## src/rtl/picomips_pkg.sv

```systemverilog
// Shared types for the picoMIPS board input stage: the operand-capture FSM
// state encoding and the default operand width.
package picomips_pkg;

  typedef enum logic [1:0] {S_IDLE, S_HELD, S_COOL} in_state_t;

  localparam int DW_DEFAULT = 8;

endpackage

```

## src/rtl/sync_debounce.sv

```systemverilog
// Two-flop synchroniser plus debounce filter for the ready button; accepts a new level after
// DEBOUNCE_CYC agreeing samples (DEBOUNCE_EN), else passes btn_s straight through. No backpressure.
module sync_debounce
  import picomips_pkg::*;
#(
  parameter int DEBOUNCE_CYC = 16
) (
  input  logic clk,
  input  logic reset,
  input  logic btn_raw,
  output logic btn_stable
);

  logic btn_m;
  logic btn_s;

  always_ff @(posedge clk) begin
    if (reset) begin
      btn_m <= 1'b0;
      btn_s <= 1'b0;
    end else begin
      btn_m <= btn_raw;
      btn_s <= btn_m;
    end
  end

`ifdef DEBOUNCE_EN
  localparam int CW = (DEBOUNCE_CYC > 1) ? $clog2(DEBOUNCE_CYC) : 1;

  logic [CW-1:0] dcnt;

  // Any sample agreeing with the accepted level restarts the qualification run.
  always_ff @(posedge clk) begin
    if (reset) begin
      dcnt       <= '0;
      btn_stable <= 1'b0;
    end else if (btn_s != btn_stable) begin
      if (dcnt == CW'(DEBOUNCE_CYC - 1)) begin
        btn_stable <= btn_s;
        dcnt       <= '0;
      end else begin
        dcnt <= dcnt + CW'(1);
      end
    end else begin
      dcnt <= '0;
    end
  end
`else
  assign btn_stable = btn_s;
`endif

endmodule

```

## src/rtl/picomips_input_stage.sv

```systemverilog
// Ready-button / switch conditioner feeding the picoMIPS readyin level and x operand (DEBOUNCE_EN selects
// the debounce filter); readyin follows a press after sync+debounce+1 edges, no backpressure from the cpu.
module picomips_input_stage
  import picomips_pkg::*;
#(
  parameter int DEBOUNCE_CYC = 16,
  parameter int COOLDOWN_CYC = 8,
  parameter int DW           = DW_DEFAULT
) (
  input  logic          clk,
  input  logic          reset,
  input  logic          btn_raw,
  input  logic [DW-1:0] sw_data,
  output logic          readyin,
  output logic [DW-1:0] x,
  output logic [3:0]    press_cnt
);

  localparam int CCW = (COOLDOWN_CYC > 1) ? $clog2(COOLDOWN_CYC) : 1;

  logic          btn_stable;
  logic [DW-1:0] sw_m;
  logic [DW-1:0] sw_s;

  in_state_t     state, state_n;
  logic [CCW-1:0] cool, cool_n;
  logic          readyin_n;
  logic [DW-1:0] x_n;
  logic [3:0]    press_cnt_n;

  sync_debounce #(
    .DEBOUNCE_CYC(DEBOUNCE_CYC)
  ) u_sync_debounce (
    .clk       (clk),
    .reset     (reset),
    .btn_raw   (btn_raw),
    .btn_stable(btn_stable)
  );

  always_ff @(posedge clk) begin
    if (reset) begin
      sw_m      <= '0;
      sw_s      <= '0;
      state     <= S_IDLE;
      cool      <= '0;
      readyin   <= 1'b0;
      x         <= '0;
      press_cnt <= '0;
    end else begin
      sw_m      <= sw_data;
      sw_s      <= sw_m;
      state     <= state_n;
      cool      <= cool_n;
      readyin   <= readyin_n;
      x         <= x_n;
      press_cnt <= press_cnt_n;
    end
  end

  always_comb begin
    state_n     = state;
    cool_n      = cool;
    readyin_n   = readyin;
    x_n         = x;
    press_cnt_n = press_cnt;
    case (state)
      S_IDLE: begin
        readyin_n = 1'b0;
        if (btn_stable) begin
          x_n         = sw_s;
          press_cnt_n = press_cnt + 4'd1;
          readyin_n   = 1'b1;
          state_n     = S_HELD;
        end
      end
      S_HELD: begin
        readyin_n = 1'b1;
        if (!btn_stable) begin
          readyin_n = 1'b0;
          cool_n    = '0;
          state_n   = S_COOL;
        end
      end
      S_COOL: begin
        // Button activity is deliberately ignored until the gap has elapsed.
        readyin_n = 1'b0;
        cool_n    = cool + CCW'(1);
        if (cool == CCW'(COOLDOWN_CYC - 1)) begin
          state_n = S_IDLE;
        end
      end
      default: begin
        readyin_n = 1'b0;
        state_n   = S_IDLE;
      end
    endcase
  end

endmodule

```

## config.mk

```make
export PLATFORM = sky130hd
export DESIGN_NAME = picomips_input_stage
export DESIGN_NICKNAME = d
export VERILOG_FILES = /design/src/rtl/picomips_pkg.sv /design/src/rtl/sync_debounce.sv /design/src/rtl/picomips_input_stage.sv
export SDC_FILE = /design/constraint.sdc
export NUM_CORES = 1
export LEC_CHECK = 0
export ABC_AREA = 1
export BUFFER_PORTS_ARGS = -buffer_cell sky130_fd_sc_hd__buf_2
export CAP_MARGIN = 20
export CORE_MARGIN = 10
export CORE_UTILIZATION = 45
export DETAILED_ROUTE_END_ITERATION = 10
export PLACE_DENSITY = 0.7
export SETUP_SLACK_MARGIN = 0.3
export SYNTH_ARGS = -nofsm -noshare
export SYNTH_HDL_FRONTEND = slang
export SYNTH_SLANG_ARGS = --single-unit
```

## constraint.sdc

```tcl
create_clock -name clk -period 1 [get_ports clk]
set_input_delay 0 -clock clk [delete_from_list [all_inputs] [get_ports clk]]
set_output_delay 0 -clock clk [all_outputs]
set_load 0.005 [all_outputs]
```

==> impl_metrics.env <==
export IMPL_grt_pass1_wl_um=3950
export IMPL_drive_above_1_share_pct=44.5
export IMPL_intPower_w=0.00192
export IMPL_synth_distinct_cells=18
export IMPL_post_drt_wl_per_cell_um=11.0
export IMPL_finalCriticalPeriod_ns=0.984
export IMPL_hold_buffers=9
export IMPL_first_pass_iters=4
export IMPL_cts_buffers=5
export IMPL_use_met1_pct=8.39
export IMPL_maxSlewViolCount=0
export IMPL_setup_viol_count_final=0
export IMPL_viasPerCell=4.41
export IMPL_power_frac_seq_pct=59.8
export IMPL_final_nets=204
export IMPL_yosysSeqAreaShare_pct=59.5
export IMPL_fin_ws_ns=0.0161
export IMPL_drc=0
export IMPL_fin_skew_ns=0.00579
export IMPL_p_clk_share_pct=29.4
export IMPL_coreArea_um2=2520
export IMPL_hold_class="input pin to register"
export IMPL_cp_start_kind="register"
export IMPL_syn_inst=143
export IMPL_endpoint_kind="register"
export IMPL_period_share_pct=98.4
export IMPL_dp_cells=194
export IMPL_clock_latency_ns=0.34
export IMPL_place_ws_ns=0.0331
export IMPL_clockBufferDepth=2
export IMPL_cellLeakagePower_nw=0.819
export IMPL_n_antenna_cell=0
export IMPL_hold_ws_ns=-0.0976
export IMPL_vias=974
export IMPL_layout_cells_non_filler=221
export IMPL_top_usage_layer="met2"
export IMPL_sw_frac_of_total_pct=25.0
export IMPL_max_freq_ghz=1.02
export IMPL_floorplan_initialDensity_pct=48.0
export IMPL_rows=18
export IMPL_path_cells="nand3b_1 > nand2_2 > buf_4 > a21oi_2"
export IMPL_cp_max_fo=4
export IMPL_grt_usage_pct=9.74
export IMPL_synth_area_per_cell_um2=8.47
export IMPL_antenna_left=0
export IMPL_syn_nets=157
export IMPL_area_growth_pct=49.1
export IMPL_io_pins=24
export IMPL_cts_tree="done"
export IMPL_grt_antenna_before_repair=0
export IMPL_hold_violations=4
export IMPL_drt_iter0_drc=42
export IMPL_worstPathRequired_ns=1.25
export IMPL_p_comb_share_pct=10.8
export IMPL_cpMaxStageDelayCell="dfxtp_4"
export IMPL_clock_sinks=36
export IMPL_critPathTopFamily="flip-flops"
export IMPL_max_cap_viol_count=0
export IMPL_rsz0062_at_grt="true"
export IMPL_arrival_ns=1.23
export IMPL_die_area_um2=5170
export IMPL_synth_seq_cells=36
export IMPL_syn_cell_area_um2=1210
export IMPL_grt_pass1_vias=973
export IMPL_port_buffers=23
export IMPL_power_density_nw_per_um2=1410
export IMPL_place_hpwl_um=1540
export IMPL_violations="negative hold slack"
export IMPL_slew_headroom_pct=86.4
export IMPL_grt_max_degree=20
export IMPL_place_gp_congestion=0.703
export IMPL_cp_slowest_stage_delay_ns=0.38
export IMPL_p_total_w=0.00255
export IMPL_finalWirelength_um=2430
export IMPL_synth_warnings=0
export IMPL_dieWidth_um=71.9
export IMPL_vdd_drop_max_v=0.00127
export IMPL_clk_pin_slew_ns=0.11
export IMPL_use_met2_pct=16.6
export IMPL_status="complete, but fails checks"
export IMPL_cts_max_level=2
export IMPL_overflow=0
export IMPL_cp_num_buf_inv=1
export IMPL_fp_dieH_um=71.9
export IMPL_p_switching_w=0.000638
export IMPL_path_class="register to register"
export IMPL_worst_slew_pin_transition_ns=0.203
export IMPL_cts_root_buf="clkbuf_4"
export IMPL_use_met3_pct=6.34
==> Yosys cell counts, drive strengths merged <==
cell	n	share of area [%]
nand3b	1	0.62
buf	3	1.8
ha	3	3.1
inv	23	7.1
clkbuf	1	0.41
nand2	11	3.8
nand3	4	1.7
dfxtp	36	60
xor2	1	0.72
o21ai	10	4.1
a21oi	5	2.4
nor2	45	15
==> registers in the layout, indices dropped and copies added (netlist names) <==
register and count:
u_sync_debounce.btn_stable 1, x 8, readyin 1, u_sync_debounce.btn_m 1
state 2, cool 3, sw_s 8, press_cnt 4
sw_m 8
==> metal layers <==
metal | vias up | share of wire [%]
li1 | 524 | -
met1 | 416 | 43
met2 | 27 | 48
met3 | 7 | 6.7
met4 | 0 | 2.4
met5 | - | 0
==> cell type report <==
type                    count  area, um2
fillers                   196        717
multi-input cells          80        475
flip-flops and latches     36        754
repair buffers             44        393
clock inverters             3       18.8
inverters                  23       88.8
well taps                  30       37.5
clock buffers               5       37.5
==> cell usage in the layout, fill, tap and decap left out, drive strengths merged <==
cell type,instances
a21oi,5
buf,35
clkbuf,5
clkinv,3
dfxtp,36
dlygate4sd3,9
ha,3
inv,23
nand2,11
nand3,4
nand3b,1
nor2,45
o21ai,10
xor2,1
==> worst register-to-register path, delay by kind of cell, from the launching register on <==
kind,cells,cell delay [ns]
flops,1,0.38
simple gates,2,0.35
buf+inv,1,0.11
compound gates,1,0.04
==> path summary, 6_finish.rpt <==
| kind | slack [ns] | depth (start not counted) | to | start |
|---|---|---|---|---|
| min | -0.1 | 2 | readyin | reset |
| max reg2reg | 0.02 | 4 | cool[0] | u_sync_debounce.btn_stable |
| max | 0.02 | 4 | cool[0] | u_sync_debounce.btn_stable |
| min reg2reg | 0.40 | 2 | u_sync_debounce.btn_stable | u_sync_debounce.btn_m |
==> power groups by stage <==
| stage | logic [W] | clock network (W) | registers (W) |
|---|---|---|---|
| floorplan | 0.000111 | 0 | 0.00155 |
| global placement | 0.000175 | 0 | 0.00155 |
| detailed placement | 0.000180 | 0 | 0.00155 |
| CTS | 0.000237 | 0.000773 | 0.00152 |
| global route | 0.000311 | 0.000826 | 0.00153 |
| finish | 0.000275 | 0.000752 | 0.00153 |
==> per-stage QoR <==
| stage | util (%) | TNS (ns) | instance area [um2] | hold slack [ns] |
|---|---|---|---|---|
| after global routing | 71.6 | -0.171 | 1810 | -0.0980 |
| after CTS | 67.2 | 0 | 1700 | -0.123 |
| after global placement | 57.2 | 0 | 1440 | 0.203 |
| after detailed placement | 57.2 | 0 | 1440 | 0.206 |
| after floorplan | - | 0 | 1290 | 0.0617 |
| final | 71.6 | 0 | 1810 | -0.0976 |
==> timing repair <==
item,4_1_cts,5_1_grt
buffers inserted,6,4
endpoints found under the setup margin,29,31
endpoints found under the hold margin,13,4
pin swaps,10,6
cloned,0,0
gates resized for setup,18,21
==> kinds of logic after synthesis <==
kind of cell    share of synthesized area (%)
buf+inv                                  9.30
fa+ha+maj                                3.10
xor+xnor                                0.723
flops                                    59.5
simple gates                             20.9
compound gates                           6.51
Note: power is estimated with default switching activity, not from simulation.
